### src/rtl/ext_bus_arbiter.sv
// Shared external bus sequencer: two requesters (m0 = CPU, m1 = DMA) time-share the address/data pads.
// Define EXT_BUS_ARB_RR_EN for round-robin arbitration; default is fixed m1-over-m0 priority.
module ext_bus_arbiter #(
   parameter int unsigned ACCESS_CYCLES = 2,
   parameter logic [15:0] IDLE_ADDR     = 16'hFFFF
) (
   input  logic        clk,
   input  logic        rstn,
   input  logic        m0_req,
   input  logic        m0_we,
   input  logic [15:0] m0_a,
   input  logic [7:0]  m0_wdata,
   output logic        m0_ack,
   output logic [7:0]  m0_rdata,
   input  logic        m1_req,
   input  logic        m1_we,
   input  logic [15:0] m1_a,
   input  logic [7:0]  m1_wdata,
   output logic        m1_ack,
   output logic [7:0]  m1_rdata,
   output logic [15:0] bus_a,
   output logic [7:0]  bus_dout,
   output logic        bus_doe,
   output logic        bus_wr,
   input  logic [7:0]  bus_din,
   output logic        busy
);

   localparam logic [3:0] CNT_LOAD = 4'(ACCESS_CYCLES - 1);

   typedef enum logic [1:0] {IDLE, ADDR, STROBE, DONE} state_t;

   state_t      state, state_next;
   logic [3:0]  cnt, cnt_next;
   logic        grant, grant_next;
   logic        lat_we, lat_we_next;
   logic        win;
   logic [15:0] bus_a_next;
   logic [7:0]  bus_dout_next;
   logic        bus_doe_next, bus_wr_next, busy_next;
   logic        m0_ack_next, m1_ack_next;
   logic [7:0]  m0_rdata_next, m1_rdata_next;

`ifdef EXT_BUS_ARB_RR_EN
   logic last;

   always_comb begin
      if (m0_req && m1_req) win = ~last;
      else                  win = m1_req;
   end

   always_ff @(posedge clk or negedge rstn) begin
      if (!rstn)                                  last <= 1'b1;
      else if (state == IDLE && (m0_req || m1_req)) last <= win;
   end
`else
   always_comb win = m1_req;
`endif

   // Outputs are computed for the state being entered, so they change on the same edge as the state.
   always_comb begin
      state_next    = state;
      cnt_next      = cnt;
      grant_next    = grant;
      lat_we_next   = lat_we;
      bus_a_next    = bus_a;
      bus_dout_next = bus_dout;
      bus_doe_next  = bus_doe;
      bus_wr_next   = bus_wr;
      busy_next     = busy;
      m0_ack_next   = 1'b0;
      m1_ack_next   = 1'b0;
      m0_rdata_next = m0_rdata;
      m1_rdata_next = m1_rdata;
      case (state)
         IDLE: begin
            if (m0_req || m1_req) begin
               state_next   = ADDR;
               grant_next   = win;
               lat_we_next  = win ? m1_we : m0_we;
               bus_a_next   = win ? m1_a : m0_a;
               bus_doe_next = lat_we_next;
               if (lat_we_next) bus_dout_next = win ? m1_wdata : m0_wdata;
               bus_wr_next  = 1'b0;
               busy_next    = 1'b1;
            end
         end
         ADDR: begin
            state_next  = STROBE;
            cnt_next    = CNT_LOAD;
            bus_wr_next = lat_we;
         end
         STROBE: begin
            if (cnt == 4'd0) begin
               state_next   = DONE;
               bus_wr_next  = 1'b0;
               bus_doe_next = 1'b0;
               if (grant) m1_ack_next = 1'b1;
               else       m0_ack_next = 1'b1;
               if (!lat_we) begin
                  if (grant) m1_rdata_next = bus_din;
                  else       m0_rdata_next = bus_din;
               end
            end else begin
               cnt_next = cnt - 4'd1;
            end
         end
         DONE: begin
            state_next = IDLE;
            busy_next  = 1'b0;
         end
         default: state_next = IDLE;
      endcase
   end

   always_ff @(posedge clk or negedge rstn) begin
      if (!rstn) begin
         state    <= IDLE;
         cnt      <= 4'd0;
         grant    <= 1'b0;
         lat_we   <= 1'b0;
         bus_a    <= IDLE_ADDR;
         bus_dout <= 8'd0;
         bus_doe  <= 1'b0;
         bus_wr   <= 1'b0;
         busy     <= 1'b0;
         m0_ack   <= 1'b0;
         m1_ack   <= 1'b0;
         m0_rdata <= 8'd0;
         m1_rdata <= 8'd0;
      end else begin
         state    <= state_next;
         cnt      <= cnt_next;
         grant    <= grant_next;
         lat_we   <= lat_we_next;
         bus_a    <= bus_a_next;
         bus_dout <= bus_dout_next;
         bus_doe  <= bus_doe_next;
         bus_wr   <= bus_wr_next;
         busy     <= busy_next;
         m0_ack   <= m0_ack_next;
         m1_ack   <= m1_ack_next;
         m0_rdata <= m0_rdata_next;
         m1_rdata <= m1_rdata_next;
      end
   end

endmodule

### config.mk
export PLATFORM = sky130hd
export DESIGN_NAME = ext_bus_arbiter
export DESIGN_NICKNAME = d
export VERILOG_FILES = /design/src/rtl/ext_bus_arbiter.sv
export SDC_FILE = /design/constraint.sdc
export NUM_CORES = 1
export LEC_CHECK = 0
export CORE_AREA = 2 2 80 82
export DETAILED_ROUTE_END_ITERATION = 8
export DIE_AREA = 0 0 82 84
export PLACE_DENSITY_LB_ADDON = 0.1
export SLEW_MARGIN = 40
export SYNTH_ARGS = -nofsm -noshare
export SYNTH_HDL_FRONTEND = slang
export SYNTH_SLANG_ARGS = --single-unit
### constraint.sdc
create_clock -name clk -period 2.15 [get_ports clk]
set_clock_uncertainty 0.1 [all_clocks]
set_input_delay 0.645 -clock clk [delete_from_list [all_inputs] [get_ports clk]]
set_output_delay 0.645 -clock clk [all_outputs]
set_load 0.02 [all_outputs]
==> impl_results.md, run 1 <==
- Outcome: finished clean
- Crit. End Element: output port
- Share of layout cells above drive strength 1: 0.255
- Half-perimeter wire length after placement: 4300 um
- Setup violations, final: 0
- Crit path required time: 1.40 ns
- RSZ-0062 raised after global routing: no
- Pre-CTS WS: -0.0633 ns
- Syn-to-layout area delta: 52.1%
- Crit-path slowest cell: clkdlybuf4s50_1
- Clock Latency Late Sink: 0.30 ns
- Hold buffers post-CTS: 0
- Core footprint: slightly above 0.006 mm2
- Bufs and invs on worst path: 1
- Syn Nets: 266
- Vias in the first global route: 1957
- Post-synth EDFFs: 0
- Post-synthesis sequential area ratio: 0.530
- Unique masters post-synth: 39
- Total Wirelength: around 5700 um
- CP peak stage delay: around 0.61 ns
- Final ANT Viol Nets: 0
- P_leak: 1.70 nW
- Worst path arrival time: 1.30 ns
- Non-Filler Instances: 391
- Switching share of power: 0.369
- Int Pwr: roughly 0.0033 W
- Power per cell area: 1340 mW/mm2
- Cells after synthesis: 196
- Actual slew at the worst max-slew pin: 0.313 ns
- Setup CP Type: reg2out
- First-pass GRT wire length: 9340 um
- Initial DRC Count: 57
- Slew margin rel.: 0.790
- Area leader, netlist: dfrtp_1
- Final Worst Setup Slack: 0.102 ns
- Worst min path class: in2async
- Final TNS setup: 0 ns
- Yosys reg bits: 53
- Max FO, Critical Path: 2
- CTS tree: done
- Fmax: 0.488 GHz
- Initial antenna violation count: 0
- Syn Area/Cell: 13.0 um2
- # rows: 29
- Fin. max-slew vios: 0
- Crit path max-delay family: buffers and inverters
- Vias: 1901
- DRT Pass-1 Iters: 4
- Placed cell count: 383
- Starting Density: 0.417
- Clk slew on worst S/H paths: 0.10 ns
- Die width: 82 um
- Root Buffer: clkbuf_8
- Final hold violations: 0
- Max-cap violations: 0
- Clock Tree Buf Depth: 2
- VDD IR-drop max: 0.000692 V
- FFs w/ async S/R, synth: 1.00
- DR WL/cell: 14.7 um
- Input/output buffers: 106
- Synthesized area: approximately 0.0025 mm2
- Postcts setup bufs: 0
- Clk sink count: 53
- Finished Cell Area: 0.00386 mm2
- CP Launch Type: register
- Post-layout min period: about 2.0 ns
- Tot Pwr: 0.00518 W
- Yosys warns: 0
- N_diodes: 0
- Comb power frac: 0.511
- Seq pwr share: 0.358
- Die Ht: 84 um
- IO Pins: 107
- Gr ovfl total: 0
- DRC errors left: 0
- Area of the die: 0.00689 mm2
- Ordered list of cells on the worst path: clkdlybuf4s50_1
- Yosys top cell area share: 0.365
- Largest net degree at the start of global routing: 54
- Ys flop type: dfrtp_1
- Gp weighted congestion: 0.769
- Fin nets: 383
- Post-DP Area: 0.00377 mm2
- Clock share of power: 0.130
- Vias/cell: 4.86
- Tot GR Track Use: 0.174
- Post-cts sizing count: 16
- TritonCTS Buffers: 5
- P_sw: 0.00191 W
- Period utilisation layout: 0.953
- Area contributors post-synth: dfrtp_1 36%, dfstp_2 17%, mux2_2 14%
- H-tree depth: 2
-- stage by stage --
stage,hold WS [ns],util
floorplan,0.249,-
CTS,0.229,0.634
finish,0.222,0.634
global route,0.236,0.634
detailed placement,0.374,0.618
global placement,0.366,0.618
-- cells in the mapped netlist (2+ instances only) --
master	count
a21oi_1	3
buf_4	2
clkbuf_1	3
dfrtp_1	37
dfstp_2	16
ha_1	8
inv_1	6
mux2_2	32
mux2i_1	20
nand2_1	22
nand2b_1	2
nor2_1	2
o21ai_0	17
-- sequential cells by signal (all words and copies together), names as in the netlist --
name      count
lat_we        1
bus_doe       1
bus_dout      8
m1_ack        1
bus_wr        1
state         2
busy          1
grant         1
bus_a        16
m0_rdata      8
m0_ack        1
m1_rdata      8
cnt           4
-- final cells by class --
type / count / area [um2]
repair buffers: 117 / 1150
inverters: 6 / 22.5
fillers: 512 / 2230
well taps: 77 / 96.3
clock inverters: 3 / 46.3
clock buffers: 5 / 68.8
multi-input cells: 130 / 1130
flip-flops and latches: 53 / 1350
-- power groups by stage --
stage	registers [W]	clock network (W)	logic, W
finish	0.00186	0.000674	0.00265
global route	0.00192	0.000735	0.00288
CTS	0.00186	0.000702	0.00269
detailed placement	0.00188	0	0.00278
global placement	0.00187	0	0.00274
floorplan	0.00237	0	0.00101
-- cells in the final DEF (no fill, tap or decap), types with 2 or more instances in the layout --
master / instances
clkdlybuf4s50_1: 88
dfrtp_1: 37
mux2_2: 32
nand2_1: 22
mux2i_1: 20
o21ai_0: 17
dfstp_2: 16
dlygate4sd2_1: 16
ha_1: 8
buf_4: 8
inv_1: 6
clkbuf_8: 5
a21oi_1: 3
buf_12: 3
nor2_1: 2
nand2b_1: 2
buf_2: 2
-- metal layers --
metal,part of all wire,wire length (um),global-route usage,up-vias
met4,0.0061,35,0.0409,0
met3,0.068,389,0.0411,4
li1,-,-,-,922
met2,0.52,2970,0.303,60
met5,0,0,0,-
met1,0.41,2340,0.214,915
-- path summary, 6_finish.rpt --
| check | startpoint | to | slack, ns | depth (start not counted) |
|---|---|---|---|---|
| setup / recovery | m0_rdata[7]$_DFFE_PN0P_ | m0_rdata[7] | 0.10 | 1 |
| hold / removal | rstn | busy$_DFFE_PN0P_ | 0.22 | 2 |
| setup reg to reg | cnt[0]$_DFFE_PN0P_ | state[1]$_DFFE_PN0P_ | 0.16 | 5 |
| hold reg to reg | bus_a[12]$_DFFE_PN1P_ | bus_a[12]$_DFFE_PN1P_ | 0.38 | 2 |
| max in group asynchronous | rstn | bus_a[4]$_DFFE_PN1P_ | 1.43 | 2 |
| min in group clk | bus_a[12]$_DFFE_PN1P_ | bus_a[12]$_DFFE_PN1P_ | 0.38 | 2 |
-- cell families (layout without fill, tap and decap cells) --
logic type,count (synthesis),after routing,share of synthesized area
compound gates,31,31,0.0837
simple gates,38,38,0.0961
buf+inv,13,131,0.0256
fa+ha+maj,8,8,0.0394
flops,53,53,0.530
mux,53,53,0.225
Power figures use the tool's default switching activity.
==> run 2: changes to the inputs <==
CORE_AREA = 2 2 73 75   (was 2 2 80 82)
DIE_AREA = 0 0 75 77   (was 0 0 82 84)
DONT_BUFFER_PORTS = 1   (was not set)
HOLD_SLACK_MARGIN = 0.02   (was not set)
==> impl_results.md, run 2 (synthesis gave the netlist of run 1 again) <==
- Gr ovfl total: 0 (unchanged)
- P_sw: 0.00177 W (was 0.00191 W)
- Slew margin rel.: 0.717 (was 0.790)
- Fmax: 0.495 GHz (was 0.488 GHz)
- Final ANT Viol Nets: 0 (unchanged)
- FF-to-FF path depth: 6 (was 5)
- Half-perimeter wire length after placement: 3560 um (was 4300 um)
- TritonCTS Buffers: 5 (unchanged)
- P_leak: 1.23 nW (was 1.70 nW)
- CTS tree: done (unchanged)
- VDD IR-drop max: 0.000744 V (was 0.000692 V)
- Clk sink count: 53 (unchanged)
- Crit-path slowest cell: dfrtp_1 (was clkdlybuf4s50_1)
- Clock share of power: 0.174 (was 0.130)
- Core footprint: 0.00498 mm2 (was 0.00610 mm2)
- Non-Filler Instances: 271 (was 391)
- Total Wirelength: 4890 um (was 5730 um)
- Clock Latency Late Sink: 0.30 ns (about the same)
- RSZ-0062 raised after global routing: no (unchanged)
- Setup CP Type: reg2reg (was reg2out)
- Placed cell count: 261 (was 383)
- Vias: 1514 (was 1901)
- First-pass GRT wire length: 7710 um (was 9340 um)
- Max FO, Critical Path: 8 (was 2)
- Setup violations, final: 0 (unchanged)
- Fin nets: 270 (was 383)
- Clock Tree Buf Depth: 2 (unchanged)
- Area of the die: 0.00578 mm2 (was 0.00689 mm2)
- DRT Pass-1 Iters: 4 (unchanged)
- Syn-to-layout area delta: 9.36% (was 52.1%)
- Crit. End Element: register (was output port)
- Most common cell after layout, fill and taps aside: dfrtp_1 (was clkdlybuf4s50_1)
- DR WL/cell: 18.0 um (was 14.7 um)
- IO Pins: 107 (unchanged)
- Die Ht: 77 um (was 84 um)
- # rows: 26 (was 29)
- Switching share of power: 0.397 (was 0.369)
- Worst path arrival time: 2.12 ns (was 1.30 ns)
- Die width: 75 um (was 82 um)
- Crit path from: state[0]$_DFFE_PN0P_ (was m0_rdata[7]$_DFFE_PN0P_)
- Outcome: finished clean (unchanged)
- DRC errors left: 0 (unchanged)
- CP peak stage delay: 0.44 ns (was 0.61 ns)
- CP Launch Type: register (unchanged)
- N_diodes: 0 (unchanged)
- Crit path max-delay family: flip-flops (was buffers and inverters)
- Final hold violations: 0 (unchanged)
- Actual slew at the worst max-slew pin: 0.423 ns (was 0.313 ns)
- Fin. max-slew vios: 0 (unchanged)
- Util after Layout: 0.558 (was 0.634)
- Tot GR Track Use: 0.174 (about the same)
- H-tree depth: 2 (unchanged)
- Final TNS setup: 0 ns (unchanged)
- Initial antenna violation count: 0 (unchanged)
- Worst min path class: in2async (unchanged)
- Comb power frac: 0.272 (was 0.511)
- Period utilisation layout: 0.940 (was 0.953)
- Vias in the first global route: 1582 (was 1957)
- Vias/cell: 5.59 (was 4.86)
- Multi-input gate area: 0.00113 mm2 (unchanged)
- Starting Density: 0.510 (was 0.417)
- Share of layout cells above drive strength 1: 0.353 (was 0.255)
- Largest net degree at the start of global routing: 38 (was 54)
- Root Buffer: clkbuf_8 (unchanged)
- Seq pwr share: 0.554 (was 0.358)
- Fillers: 433 (was 512)
- Post-layout min period: 2.02 ns (was 2.05 ns)
- Finished Cell Area: 0.00278 mm2 (was 0.00386 mm2)
- Ordered list of cells on the worst path: inv_1, ha_1, nand4bb_4, nor3_4, buf_12, mux2_2 (was clkdlybuf4s50_1)
- Gp weighted congestion: 0.713 (was 0.769)
- Initial DRC Count: 70 (was 57)
- Most flop-heavy register: bus_a (unchanged)
- Int Pwr: 0.00270 W (was 0.00327 W)
- Register Area: 0.00135 mm2 (unchanged)
- FF-to-FF Start: state[0]$_DFFE_PN0P_ (was cnt[0]$_DFFE_PN0P_)
- Most frequent cells in the layout: 37 x dfrtp_1, 32 x mux2_2, 22 x nand2_1 (was 88 x clkdlybuf4s50_1, 37 x dfrtp_1, 32 x mux2_2)
- Clk slew on worst S/H paths: 0.10 ns (about the same)
- Power per cell area: 1610 mW/mm2 (was 1340 mW/mm2)
- Post-DP Area: 0.00260 mm2 (was 0.00377 mm2)
- Max reg flops: 16 (unchanged)
- Input/output buffers: 0 (was 106)
- Instance count on the critical path: 6 (was 1)
- Crit path required time: 2.24 ns (was 1.40 ns)
- Bufs and invs on worst path: 2 (was 1)
- Max-cap violations: 0 (unchanged)
-- run 2: cell types whose count changed in the layout (fill, tap and decap cells not counted), moves of 2 or more --
cell | before | now
clkdlybuf4s50_1 | 88 | 0
dlygate4sd2_1 | 16 | 0
buf_4 | 8 | 2
buf_2 | 2 | 0
-- run 2: power by group through the flow --
stage,Clock (W),Sequential [W],Combinational [W]
2_1_floorplan,0,0.00237,0.00101
3_3_place_gp,0,0.00248,0.00113
3_5_place_dp,0,0.00250,0.00120
4_1_cts,0.000805,0.00248,0.00122
5_1_grt,0.000848,0.00254,0.00137
6_report,0.000779,0.00247,0.00122
-- run 2: final cells by class --
| type | instances | share of cell area |
|---|---|---|
| Clock buffer | 5 | 0.0248 |
| Clock inverter | 3 | 0.0234 |
| Inverter | 6 | 0.00811 |
| Multi-Input combinational cell | 130 | 0.408 |
| Sequential cell | 53 | 0.485 |
| Tap cell | 70 | 0.0315 |
| Timing Repair Buffer | 4 | 0.0198 |
-- run 2: metrics by stage --
stage	setup WS [ns]	hold slack, ns	total power (W)
CTS	0.0896	0.0569	0.00451
finish	0.128	0.0590	0.00447
global placement	0.205	0.251	0.00361
floorplan	0.306	0.249	0.00338
global route	0.0416	0.0432	0.00476
detailed placement	0.111	0.251	0.00370
-- run 2: final timing paths --
| kind | slack [ns] | endpoint |
|---|---|---|
| min reg2reg | 0.39 | cnt[0]$_DFFE_PN0P_ |
| max | 0.13 | m0_rdata[5]$_DFFE_PN0P_ |
| min in group clk | 0.39 | m0_rdata[6]$_DFFE_PN0P_ |
| max reg2reg | 0.13 | m0_rdata[5]$_DFFE_PN0P_ |
| min | 0.06 | busy$_DFFE_PN0P_ |
| max in group asynchronous | 1.69 | bus_dout[7]$_DFFE_PN0P_ |
-- run 2: metal layers --
| metal | global-route usage | share of wire |
|---|---|---|
| met1 | 0.221 | 0.41 |
| met2 | 0.281 | 0.49 |
| met3 | 0.0591 | 0.086 |
| met4 | 0.0464 | 0.0094 |
| met5 | 0 | 0 |
-- run 2: what timing repair did --
action | in CTS | in global routing
resized for setup | 0 | 0
endpoints found under the hold margin | 37 | 0
endpoints found under the setup margin | 0 | 4
hold buffers | 1 | 0
setup buffers | 0 | 1
==> run 3: changes to the inputs <==
CORE_AREA = 2 2 68 70   (was 2 2 73 75)
DIE_AREA = 0 0 70 72   (was 0 0 75 77)
==> impl_results.md, run 3 (synthesis gave the netlist of run 1 again) <==
- Outcome: finished clean (unchanged)
- Setup violations, final: 0 (unchanged)
- Post-DP Area: 0.00258 mm2 (was 0.00260 mm2)
- Final hold violations: 0 (unchanged)
- Largest net degree at the start of global routing: 38 (unchanged)
- Tot GR Track Use: 0.196 (was 0.174)
- Fin. max-slew vios: 0 (unchanged)
- Most common cell after layout, fill and taps aside: dfrtp_1 (unchanged)
- Vias in the first global route: 1654 (was 1582)
- Max FO, Critical Path: 5 (was 8)
- Clk sink count: 53 (unchanged)
- Clk slew on worst S/H paths: 0.09 ns (was 0.10 ns)
- Slew margin rel.: 0.729 (was 0.717)
- Setup CP Type: reg2reg (unchanged)
- Die Ht: 72 um (was 77 um)
- TritonCTS Buffers: 5 (unchanged)
- Gr ovfl total: 0 (unchanged)
- Util after Layout: 0.630 (was 0.558)
- # rows: 24 (was 26)
- Post-layout min period: 1.98 ns (was 2.02 ns)
- DRC errors left: 0 (unchanged)
- Final TNS setup: 0 ns (unchanged)
- Final ANT Viol Nets: 0 (unchanged)
- P_leak: 1.20 nW (was 1.23 nW)
- Post-cts sizing count: 0 (unchanged)
- Max reg flops: 16 (unchanged)
- Core footprint: 0.00426 mm2 (was 0.00498 mm2)
- Half-perimeter wire length after placement: 3400 um (was 3560 um)
- CP Launch Type: register (unchanged)
- Clock Tree Buf Depth: 2 (unchanged)
- Vias: 1480 (was 1514)
- Vias/cell: 5.87 (was 5.59)
- Gp weighted congestion: 0.804 (was 0.713)
- IO Pins: 107 (unchanged)
- Total Wirelength: 4580 um (was 4890 um)
- CTS tree: done (unchanged)
- Register Area: 0.00135 mm2 (unchanged)
- VDD IR-drop max: 0.000726 V (was 0.000744 V)
- Flop2flop setup slack: 0.17 ns (was 0.13 ns)
- H-tree depth: 2 (unchanged)
- Fin nets: 269 (was 270)
- Finished Cell Area: 0.00269 mm2 (was 0.00278 mm2)
- Starting Density: 0.596 (was 0.510)
- First-pass GRT wire length: 7710 um (about the same)
- Worst path arrival time: 2.07 ns (was 2.12 ns)
- Actual slew at the worst max-slew pin: 0.405 ns (was 0.423 ns)
- Crit. End Element: register (unchanged)
- Most frequent cells in the layout: 37 x dfrtp_1, 32 x mux2_2, 22 x nand2_1 (unchanged)
- Worst min path class: in2async (unchanged)
- Power per cell area: 1560 mW/mm2 (was 1610 mW/mm2)
- Fmax: 0.505 GHz (was 0.495 GHz)
- Initial DRC Count: 64 (was 70)
- Area of the die: 0.00504 mm2 (was 0.00578 mm2)
- Clock Latency Late Sink: 0.30 ns (about the same)
- Die width: 70 um (was 75 um)
- Multi-input gate area: 0.00113 mm2 (unchanged)
- Most flop-heavy register: bus_a (unchanged)
- Fillers: 360 (was 433)
- N_diodes: 0 (unchanged)
- Crit path required time: 2.24 ns (about the same)
- Period utilisation layout: 0.922 (was 0.940)
- DR WL/cell: 18.2 um (was 18.0 um)
- Postcts setup bufs: 0 (unchanged)
- Root Buffer: clkbuf_8 (unchanged)
- DRT Pass-1 Iters: 4 (unchanged)
- Max-cap violations: 0 (unchanged)
- RSZ-0062 raised after global routing: no (unchanged)
- Hold slack: 0.0706 ns (was 0.0590 ns)
- Share of layout cells above drive strength 1: 0.345 (was 0.353)
- Syn-to-layout area delta: 5.81% (was 9.36%)
- Input/output buffers: 0 (unchanged)
- Initial antenna violation count: 0 (unchanged)
-- run 3: cell types whose count changed in the layout (fill, tap and decap cells not counted) --
| cell | delta |
|---|---|
| buf_12 | -1 |
| bufinv_16 | -2 |
| clkbuf_1 | +1 |
| inv_6 | +1 |
-- run 3: what timing repair did --
item | 4_1_cts | 5_1_grt
setup endpoints to repair | 0 | 0
hold buffers | 1 | 0
hold endpoints to repair | 37 | 0
-- run 3: layout make-up --
type | count | area share
Timing Repair Buffer | 3 | 0.0130
Sequential cell | 53 | 0.501
Inverter | 6 | 0.00838
Tap cell | 52 | 0.0242
Clock inverter | 2 | 0.00512
Multi-Input combinational cell | 130 | 0.421
Clock buffer | 6 | 0.0270
-- run 3: worst paths after layout --
kind / from / endpoint / cells after the start
max: cnt[0]$_DFFE_PN0P_ / state[1]$_DFFE_PN0P_ / 5
min: rstn / m0_rdata[7]$_DFFE_PN0P_ / 1
max reg2reg: cnt[0]$_DFFE_PN0P_ / state[1]$_DFFE_PN0P_ / 5
min reg2reg: cnt[0]$_DFFE_PN0P_ / cnt[0]$_DFFE_PN0P_ / 1
max in group asynchronous: rstn / state[1]$_DFFE_PN0P_ / 1
min in group clk: bus_din[0] / m1_rdata[0]$_DFFE_PN0P_ / 1
-- run 3: worst max-delay path, cell delays in order, from the launching register on --
cell	delay (ns)
dfrtp_1	0.41
inv_1	0.12
ha_1	0.27
or3b_4	0.45
a21oi_4	0.18
mux2_1	0.33
-- run 3: power by group --
group / total (W) / leakage [nW] / switching (W) / internal (W)
clock: 0.000542 / 0.0456 / 0.000310 / 0.000232
combinational: 0.00119 / 0.530 / 0.000558 / 0.000633
sequential: 0.00247 / 0.620 / 0.000878 / 0.00159
total: 0.00420 / 1.20 / 0.00174 / 0.00245
-- run 3: stage by stage --
| stage | setup slack (ns) | power, W | instances |
|---|---|---|---|
| final | 0.168 | 0.00420 | 252 |
| after global placement | 0.262 | 0.00359 | 243 |
| after CTS | 0.167 | 0.00425 | 252 |
| after floorplan | 0.306 | 0.00338 | 196 |
| after detailed placement | 0.181 | 0.00369 | 243 |
| after global routing | 0.0732 | 0.00451 | 252 |
-- run 3: layer usage --
| metal | global-route usage | up-vias | part of all wire |
|---|---|---|---|
| met5 | 0 | - | 0 |
| met4 | 0.0812 | 0 | 0.019 |
| met3 | 0.0653 | 8 | 0.079 |
| met2 | 0.362 | 71 | 0.53 |
| met1 | 0.207 | 706 | 0.37 |
| li1 | - | 695 | - |
